File: src/rtl/fpnew_result_reorder.sv
`default_nettype none
// ============================================================================
// Module   : fpnew_result_reorder
// Brief    : Reorder buffer that retires out-of-order FPU opgroup results in
//            issue order. Optional head bypass: FPNEW_RESULT_REORDER_BYPASS_EN.
// Revision : 1.0 - initial release
// ============================================================================
module fpnew_result_reorder #(
  parameter int unsigned Width    = 32,
  parameter int unsigned Depth    = 4,
  parameter int unsigned NumPorts = 2,
  parameter type         TagType  = logic,
  localparam int unsigned IdWidth = $clog2(Depth)
) (
  input  logic                               clk_i,
  input  logic                               rst_ni,
  input  logic                               flush_i,
  input  logic                               issue_valid_i,
  output logic                               issue_ready_o,
  input  TagType                             issue_tag_i,
  output logic [IdWidth-1:0]                 issue_id_o,
  input  logic [NumPorts-1:0]                wb_valid_i,
  input  logic [NumPorts-1:0][IdWidth-1:0]   wb_id_i,
  input  logic [NumPorts-1:0][Width-1:0]     wb_result_i,
  input  logic [NumPorts-1:0][4:0]           wb_status_i,
  input  logic [NumPorts-1:0]                wb_ext_bit_i,
  output logic                               out_valid_o,
  input  logic                               out_ready_i,
  output logic [Width-1:0]                   result_o,
  output logic [4:0]                         status_o,
  output logic                               extension_bit_o,
  output TagType                             tag_o,
  output logic                               busy_o,
  output logic                               wb_err_o
);

  localparam int unsigned PortW = (NumPorts > 1) ? $clog2(NumPorts) : 1;
  localparam logic [IdWidth:0] c_FULL = (IdWidth+1)'(Depth);

  logic [Depth-1:0]   r_alloc;
  logic [Depth-1:0]   r_done;
  logic [Width-1:0]   r_result [Depth];
  logic [4:0]         r_status [Depth];
  logic [Depth-1:0]   r_ext;
  TagType             r_tag    [Depth];
  logic [IdWidth-1:0] r_wptr;
  logic [IdWidth-1:0] r_rptr;
  logic [IdWidth:0]   r_cnt;
  logic               r_err;

  logic [Depth-1:0]   w_hit;
  logic [Depth-1:0]   w_slot_wr;
  logic [PortW-1:0]   w_slot_port [Depth];
  logic               w_err;
  logic               w_issue;
  logic               w_retire;
  logic               w_head_done;

  // Ports are scanned lowest first, so the first claimant of a slot wins and
  // any later port hitting the same ID in this cycle is flagged as an error.
  always_comb begin
    w_hit     = '0;
    w_slot_wr = '0;
    w_err     = 1'b0;
    for (int s = 0; s < Depth; s++) w_slot_port[s] = '0;
    for (int p = 0; p < NumPorts; p++) begin
      if (wb_valid_i[p]) begin
        if (w_hit[wb_id_i[p]]) begin
          w_err = 1'b1;
        end else begin
          w_hit[wb_id_i[p]] = 1'b1;
          if (r_alloc[wb_id_i[p]] && !r_done[wb_id_i[p]]) begin
            w_slot_wr[wb_id_i[p]]   = 1'b1;
            w_slot_port[wb_id_i[p]] = PortW'(p);
          end else begin
            w_err = 1'b1;
          end
        end
      end
    end
  end

  assign w_head_done   = r_alloc[r_rptr] & r_done[r_rptr];
  assign issue_ready_o = (r_cnt != c_FULL);
  assign issue_id_o    = r_wptr;
  assign busy_o        = (r_cnt != '0);
  assign wb_err_o      = r_err;
  assign tag_o         = r_tag[r_rptr];
  assign w_issue       = issue_valid_i & issue_ready_o;
  assign w_retire      = out_valid_o & out_ready_i;

`ifdef FPNEW_RESULT_REORDER_BYPASS_EN
  logic             w_byp;
  logic [PortW-1:0] w_byp_port;

  assign w_byp           = w_slot_wr[r_rptr];
  assign w_byp_port      = w_slot_port[r_rptr];
  assign out_valid_o     = w_head_done | w_byp;
  assign result_o        = w_byp ? wb_result_i[w_byp_port]  : r_result[r_rptr];
  assign status_o        = w_byp ? wb_status_i[w_byp_port]  : r_status[r_rptr];
  assign extension_bit_o = w_byp ? wb_ext_bit_i[w_byp_port] : r_ext[r_rptr];
`else
  assign out_valid_o     = w_head_done;
  assign result_o        = r_result[r_rptr];
  assign status_o        = r_status[r_rptr];
  assign extension_bit_o = r_ext[r_rptr];
`endif

  always_ff @(posedge clk_i or negedge rst_ni) begin
    if (!rst_ni) begin
      r_alloc <= '0;
      r_done  <= '0;
      r_ext   <= '0;
      r_wptr  <= '0;
      r_rptr  <= '0;
      r_cnt   <= '0;
      r_err   <= 1'b0;
      for (int s = 0; s < Depth; s++) begin
        r_result[s] <= '0;
        r_status[s] <= '0;
        r_tag[s]    <= '0;
      end
    end else if (flush_i) begin
      r_alloc <= '0;
      r_done  <= '0;
      r_wptr  <= '0;
      r_rptr  <= '0;
      r_cnt   <= '0;
    end else begin
      if (w_err) r_err <= 1'b1;
      for (int s = 0; s < Depth; s++) begin
        if (w_slot_wr[s]) begin
          r_done[s]   <= 1'b1;
          r_result[s] <= wb_result_i[w_slot_port[s]];
          r_status[s] <= wb_status_i[w_slot_port[s]];
          r_ext[s]    <= wb_ext_bit_i[w_slot_port[s]];
        end
      end
      if (w_issue) begin
        r_alloc[r_wptr] <= 1'b1;
        r_done[r_wptr]  <= 1'b0;
        r_tag[r_wptr]   <= issue_tag_i;
        r_wptr          <= r_wptr + IdWidth'(1);
      end
      // Placed after the writeback loop so a bypassed head never keeps done.
      if (w_retire) begin
        r_alloc[r_rptr] <= 1'b0;
        r_done[r_rptr]  <= 1'b0;
        r_rptr          <= r_rptr + IdWidth'(1);
      end
      if (w_issue && !w_retire)      r_cnt <= r_cnt + (IdWidth+1)'(1);
      else if (!w_issue && w_retire) r_cnt <= r_cnt - (IdWidth+1)'(1);
    end
  end

endmodule
`default_nettype wire

File: config.mk
export PLATFORM = sky130hd
export DESIGN_NAME = fpnew_result_reorder
export DESIGN_NICKNAME = d
export VERILOG_FILES = /design/src/rtl/fpnew_result_reorder.sv
export SDC_FILE = /design/constraint.sdc
export NUM_CORES = 1
export LEC_CHECK = 0
export CORE_AREA = 2 2 139 141
export DETAILED_ROUTE_END_ITERATION = 10
export DIE_AREA = 0 0 141 143
export PLACE_DENSITY = 0.76
export SLEW_MARGIN = 5
export SYNTH_ARGS = -nofsm -noshare
export SYNTH_HDL_FRONTEND = slang
export SYNTH_SLANG_ARGS = --single-unit
File: constraint.sdc
create_clock -name clk_i -period 2.6 [get_ports clk_i]
set_clock_uncertainty 0.1 [all_clocks]
set_input_delay 0.52 -clock clk_i [delete_from_list [all_inputs] [get_ports clk_i]]
set_output_delay 0.52 -clock clk_i [all_outputs]
set_load 0.05 [all_outputs]
======== Word level (Yosys, flattened, before mapping) ========
Cells that the tools add are included.
operators by class
  multiply operators ...................... 0
  reduce and logical (&&, ||, !) cells .... 24
  order comparisons ....................... 17
  shift operators ......................... 0
  equality and inequality tests ........... 1
  muxes and demuxes ....................... 104
  bitwise logic cells ..................... 14
  $add $sub $neg .......................... 4
  div/mod/pow operators ................... 0
operators with widths
  kind                 number
  $mux 32              10
  $mux 4               19
  $bmux 32 s2          1
  $mux 5               10
  $mux 1               39
  $bmux 1 s2           10
  $and 4x4->4          3
  $demux 1 s2          6
  $lt 2x3->1 const B   4
  $reduce_and 2->1     6
  $bmux 5 s2           1
  $logic_and 1x1->1    10
  $ge 3x3->1 const B   3
  $mux 3               3
  $not 2->3            3
  $ge 2x1->1 const B   4
  $lt 1x2->1 const B   4
  $mux 2               4
  $not 4->4            2
  $or 4x4->4           2
  $lt 3x1->1 const B   2
  $reduce_bool 3->1    2
  $add 2x1->2 const B  2
  $bwmux 4             1
  7 further kinds      13
word-level totals
  register bits ........................... 172
  memory bits (read-only) ................. 0
  bits in latches ......................... 0
  logic and storage cells ................. 186
  output and inout bits ................... 45
  memories ................................ 0
  bits of input ports ..................... 88
  memory bits (writable) .................. 0

======== Longest topological paths before layout ========
  word-level depth ........................ 19
  mapped depth ............................ 11
  depth with buffers taken out ............ 9

======== Least setup slack after synthesis ========
Ideal clock, no wire load.
  path kind ............................... flip-flop to flip-flop
  from .................................... register r_rptr[1]
  to ...................................... register r_cnt[1]
  data arrival time ....................... 2630 ps
  library setup time ...................... 116 ps
  clock period less this slack ............ 2846 ps
  stages on the path, launching flop included .. 12
  slack ................................... -246 ps
  buffers on the path ..................... 2
  cells stage by stage .................... dfrtp_1 > clkbuf_1 > inv_1 > mux4_2 > nor2_1 > clkbuf_1 > nor2_1 > fa_1 > or2_2 > a21oi_1 > o211ai_1 > o311ai_0
between the ends
  cells in the longest elaborated chain, start to end .. 8
RTL lines
  element                       RTL line  text
  start: declaration            47        logic [IdWidth-1:0] r_rptr;
  start signal: assignment      149       r_rptr <= r_rptr + IdWidth'(1);
  $bmux 1 s2                    83        assign w_head_done = r_alloc[r_rptr] & r_done[r_rptr];
  $mux 1 (implied by the code)  83
  $and 1x1->1 (*)               83
  $and 1x1->1 (*)               90        assign w_retire = out_valid_o & out_ready_i;
  $logic_not 1->1               151       if (w_issue && !w_retire) r_cnt <= r_cnt + (IdWidth+1)'(1);
  $logic_and 1x1->1             151
  $mux 3                        151
  $mux 3                        123       end else if (flush_i) begin
  end signal: assignment        151
  end signal: assignment        152       else if (!w_issue && w_retire) r_cnt <= r_cnt - (IdWidth+1)'(1);
  end: declaration              48        logic [IdWidth:0] r_cnt;
Mark *: on every way between the ends. The rest lies on a longest branch, timed or not. The select of a mux whose other input is x is not followed.
A chain may end at the register's enable or synchronous reset.

======== Worst setup path after layout ========
  from .................................... register r_rptr[0]
  to ...................................... output port result_o[23]
between the ends
  cells in the longest elaborated chain, start to end .. 4
RTL lines
  element                                     RTL line  text
  $not 2->3 (implied by the code)             104       assign result_o = r_result[r_rptr];
  $bmux 32 s2                                 104
  $mux 32 (implied by the code) (2 in a row)  104
  end: declaration                            29        output logic [Width-1:0] result_o,
Every way passes these cells. The select of a mux whose other input is x is not followed.

==> results.txt <==
The final global-route overflow total came out at 0. The number of top-level pins came out at 133. The die outline area is 0.0202 mm^2. The area used by multi-input combinational logic is 0.00429 mm^2.

The most critical setup path has its endpoint at result_o[23]. The final reports fail on hold timing. The setup path with the least slack is of type reg2out. The number of max-capacitance violations reported is 0. By instance count, the leading cell after synthesis is sky130_fd_sc_hd__dfrtp_1. The post-layout instance area came out at 0.0117 mm^2. Headroom to the max-slew limit came out at 0.572.

The first-pass GRT wire length came out at 40,900 um. The worst reg-to-reg path cell count came out at 9. The leading register cell type out of synthesis is sky130_fd_sc_hd__dfrtp_1.

The post-place setup slack is -0.200 ns. In this run the worst setup path begins at r_rptr[0]. The final period demand of the worst path came out at 2.57 ns. The total via count after detailed routing is 7,301. For this run, the register share of the synthesized area comes to 0.472. On the final layout, the worst hold slack is -0.00736 ns. The length of the first detailed-routing pass in iterations is 5. Of the total synthesized cell area, the portion taken by XOR and XNOR cells is 0.00192. The total detailed-routing wirelength came out at about 26,000 um. In this run, synthesis inferred 0 flip-flops with an integrated enable. The end-of-flow core utilization came out at 0.628. After synthesis, the largest family of logic cells by area is compound AO/OA/AOI/OAI gates. The startpoint type of the worst setup path is a flop. The static leakage power came out at 4.72 nW. The number of vias per cell is 6.32. The number of sinks on the clock net is 172. The flow ran to the end, but the final reports show violations.

The worst flop-to-flop path endpoint is r_cnt[1]. The cell count after synthesis is about 760. The number of nets in the synthesized netlist is about 860.

The share of async-settable or async-resettable flops after synthesis came out at 1.00. The data required time at the worst endpoint came out at 1.98 ns. At the later pin of the worst-skew pair, clock insertion delay measures 0.43 ns. The worst IR drop on VDD is 471 uV. The number of pins exceeding their max-slew limit in the final report came out at 0.

The via count of the first global-routing pass came out at 7,402. Measured along the y axis, the die boundary spans 143 um. The multiplexer fraction of the synthesized cell area came out at 0.109. TritonCTS built the clock tree.

After routing, the total negative slack on setup checks comes to 0 ns. After synthesis, the cell types taking the most area are sky130_fd_sc_hd__dfrtp_1 (47%), sky130_fd_sc_hd__mux4_2 (10%), sky130_fd_sc_hd__o221a_2 (9.0%). The clock passes through at most 2 buffers.

The number of antenna violations at the first check in global routing was 1. The core area is 0.0186 mm^2. After synthesis, the mean cell area works out to 11.9 um^2. The data arrival time of the critical path is 1.95 ns. The area taken by flip-flops and latches is 0.00431 mm^2. For this run, the total global-route usage over all layers was measured as 0.263. After the first detailed-routing iteration, the DRC count stood at 485. The yosys synthesis warning count came out at 0. Of the total synthesized cell area, the portion taken by AND, OR, NAND and NOR gates is 0.121. After the last flow step, the layout net total stands at 1,005.

Summed over all nets, the half-perimeter wirelength after detailed placement is 16,700 um. The CTS clock-pin slew for the worst setup and hold paths came out at 0.07 ns. The maximum clock frequency is between 300 and 400 MHz. The netlist uses 55 different library cells.

The H-tree depth came out at 4. In the synthesized netlist, the cells that appear most often are sky130_fd_sc_hd__dfrtp_1 (172), sky130_fd_sc_hd__nand2b_1 (114), sky130_fd_sc_hd__o221a_2 (73). The worst hold path belongs to the class in2async. The area of the mapped netlist is just over 0.009 mm^2. The initial utilization of the core area, before any placement, comes to 0.491. Of the cells placed in the final design, the portion with a size suffix greater than 1 is 0.294. The area growth from synthesis to final layout is 28.0%. Setup repair after global routing could not meet its margin everywhere. After layout, the worst setup slack is between 0.03 and 0.04 ns. The cell sitting at the root of the clock tree is a sky130_fd_sc_hd__clkbuf_16. The floorplan step set the die width to 141 um. The total count of hold-check failures in the final report is 4.

The placed cell area came out at 0.0109 mm^2. The number of flip-flops and latches in the synthesized netlist is 172. The count of filler cells inserted in the layout is 1,458.

The startpoint of the most critical register-to-register path is r_rptr[0]. The largest net degree at the start of global routing came out at 66. The number of port buffers is roughly 130.

The synthesized-area fraction occupied by ao, oa, aoi and oai cells is 0.222. Along the worst path, the maximum fanout reaches 21. Routability-driven placement finished with a final weighted congestion of 0.883. The actual transition at the worst max-transition pin is 0.642 ns. The number of clock buffers inserted by TritonCTS is 17. The most area-hungry cell type in the Yosys netlist is sky130_fd_sc_hd__dfrtp_1. The antenna violation net count after detailed routing came out at 0. For flop-to-flop paths, the worst setup slack is 0.09 ns. In the final routed layout, each cell accounts on average for 22.3 um. Dividing total power by cell area gives a power density of 849 mW/mm^2. The total number of placement rows is 50.

The worst setup path is captured at an output port. The post-synthesis adder-cell area fraction came out at 0.0132. The share of Yosys cell area claimed by the top area cell type came out at 0.472. The remaining design rule violation count came out at 0. Setup violations remaining at the end of the flow were counted as 0. The final worst-path cycle share came out at 0.988.
[power by group]
part           switching [mW]  total (mW)  internal (mW)  leakage [nW]
clock                    1.07        2.62           1.56         0.299
sequential              0.471        3.93           3.46          2.07
combinational            1.76        3.35           1.59          2.35
total                    3.29        9.90           6.61          4.72
[sequential cells by signal, summed over array words and instances (netlist names)]
| name | cells |
|---|---|
| issue_id_o | 2 |
| r_done | 4 |
| wb_err_o | 1 |
| r_cnt | 3 |
| r_ext | 4 |
| r_tag | 4 |
| r_status | 20 |
| r_result | 128 |
| r_rptr | 2 |
| r_alloc | 4 |
[worst max-delay path, cell delays in order, from the launching register on]
cell and delay (ns):
sky130_fd_sc_hd__dfrtp_4 0.50, sky130_fd_sc_hd__buf_16 0.23, sky130_fd_sc_hd__mux4_2 0.58, sky130_fd_sc_hd__buf_6 0.18
[worst min path at each step]
stage	from	end
after floorplan	rst_ni	issue_id_o[0]
after global placement	r_tag[0]	r_tag[0]
after detailed placement	r_tag[0]	r_tag[0]
after CTS	rst_ni	r_result[73]
after global routing	rst_ni	r_result[46]
final	rst_ni	r_result[73]
[cells by family after synthesis]
family,Yosys count
simple gates,184
compound gates,231
buf+inv,120
fa+ha+maj,9
mux,46
xor+xnor,2
flops,172
[layout by cell type (no fill, tap or decap), types with 23 or more instances in the layout]
cell type / netlist / final
sky130_fd_sc_hd__buf_6: 10 / 23
sky130_fd_sc_hd__mux4_2: 42 / 42
sky130_fd_sc_hd__a21oi_1: 46 / 45
sky130_fd_sc_hd__nand2b_1: 114 / 114
sky130_fd_sc_hd__o221a_2: 73 / 73
sky130_fd_sc_hd__clkdlybuf4s50_1: 0 / 90
sky130_fd_sc_hd__o22ai_1: 39 / 39
sky130_fd_sc_hd__buf_4: 3 / 64
sky130_fd_sc_hd__dfrtp_1: 172 / 170
sky130_fd_sc_hd__o221a_1: 41 / 41
sky130_fd_sc_hd__inv_1: 51 / 50
[final cells by class]
class	instances	share of cell area
Multi-Input combinational cell	472	0.368
Antenna cell	1	0.000215
Sequential cell	172	0.369
Clock buffer	20	0.0392
Timing Repair Buffer	193	0.168
Tap cell	234	0.0251
Clock inverter	12	0.0124
Inverter	52	0.0171
[per-stage QoR]
step | total power, mW | hold WS (ns) | instances
after CTS | 9.83 | 0.0126 | 1154
after global placement | 7.10 | 0.385 | 1121
after floorplan | 6.09 | 0.124 | 764
after global routing | 10.3 | 0.0362 | 1156
after detailed placement | 7.18 | 0.395 | 1121
final | 9.90 | -0.00736 | 1156
[repair_timing]
action | CTS | global route
setup buffers | 0 | 1
setup endpoints to repair | 35 | 23
hold buffers | 0 | 0
gates resized for setup | 7 | 19
hold endpoints to repair | 0 | 0
gates cloned | 1 | 0
[metal layers]
metal / wire (um) / global-route usage
met5: 0 / 0
met2: 12900 / 0.449
met4: 572 / 0.0953
met1: 10800 / 0.341
met3: 1540 / 0.0466
No activity file was read; power rests on OpenSTA's default activity.
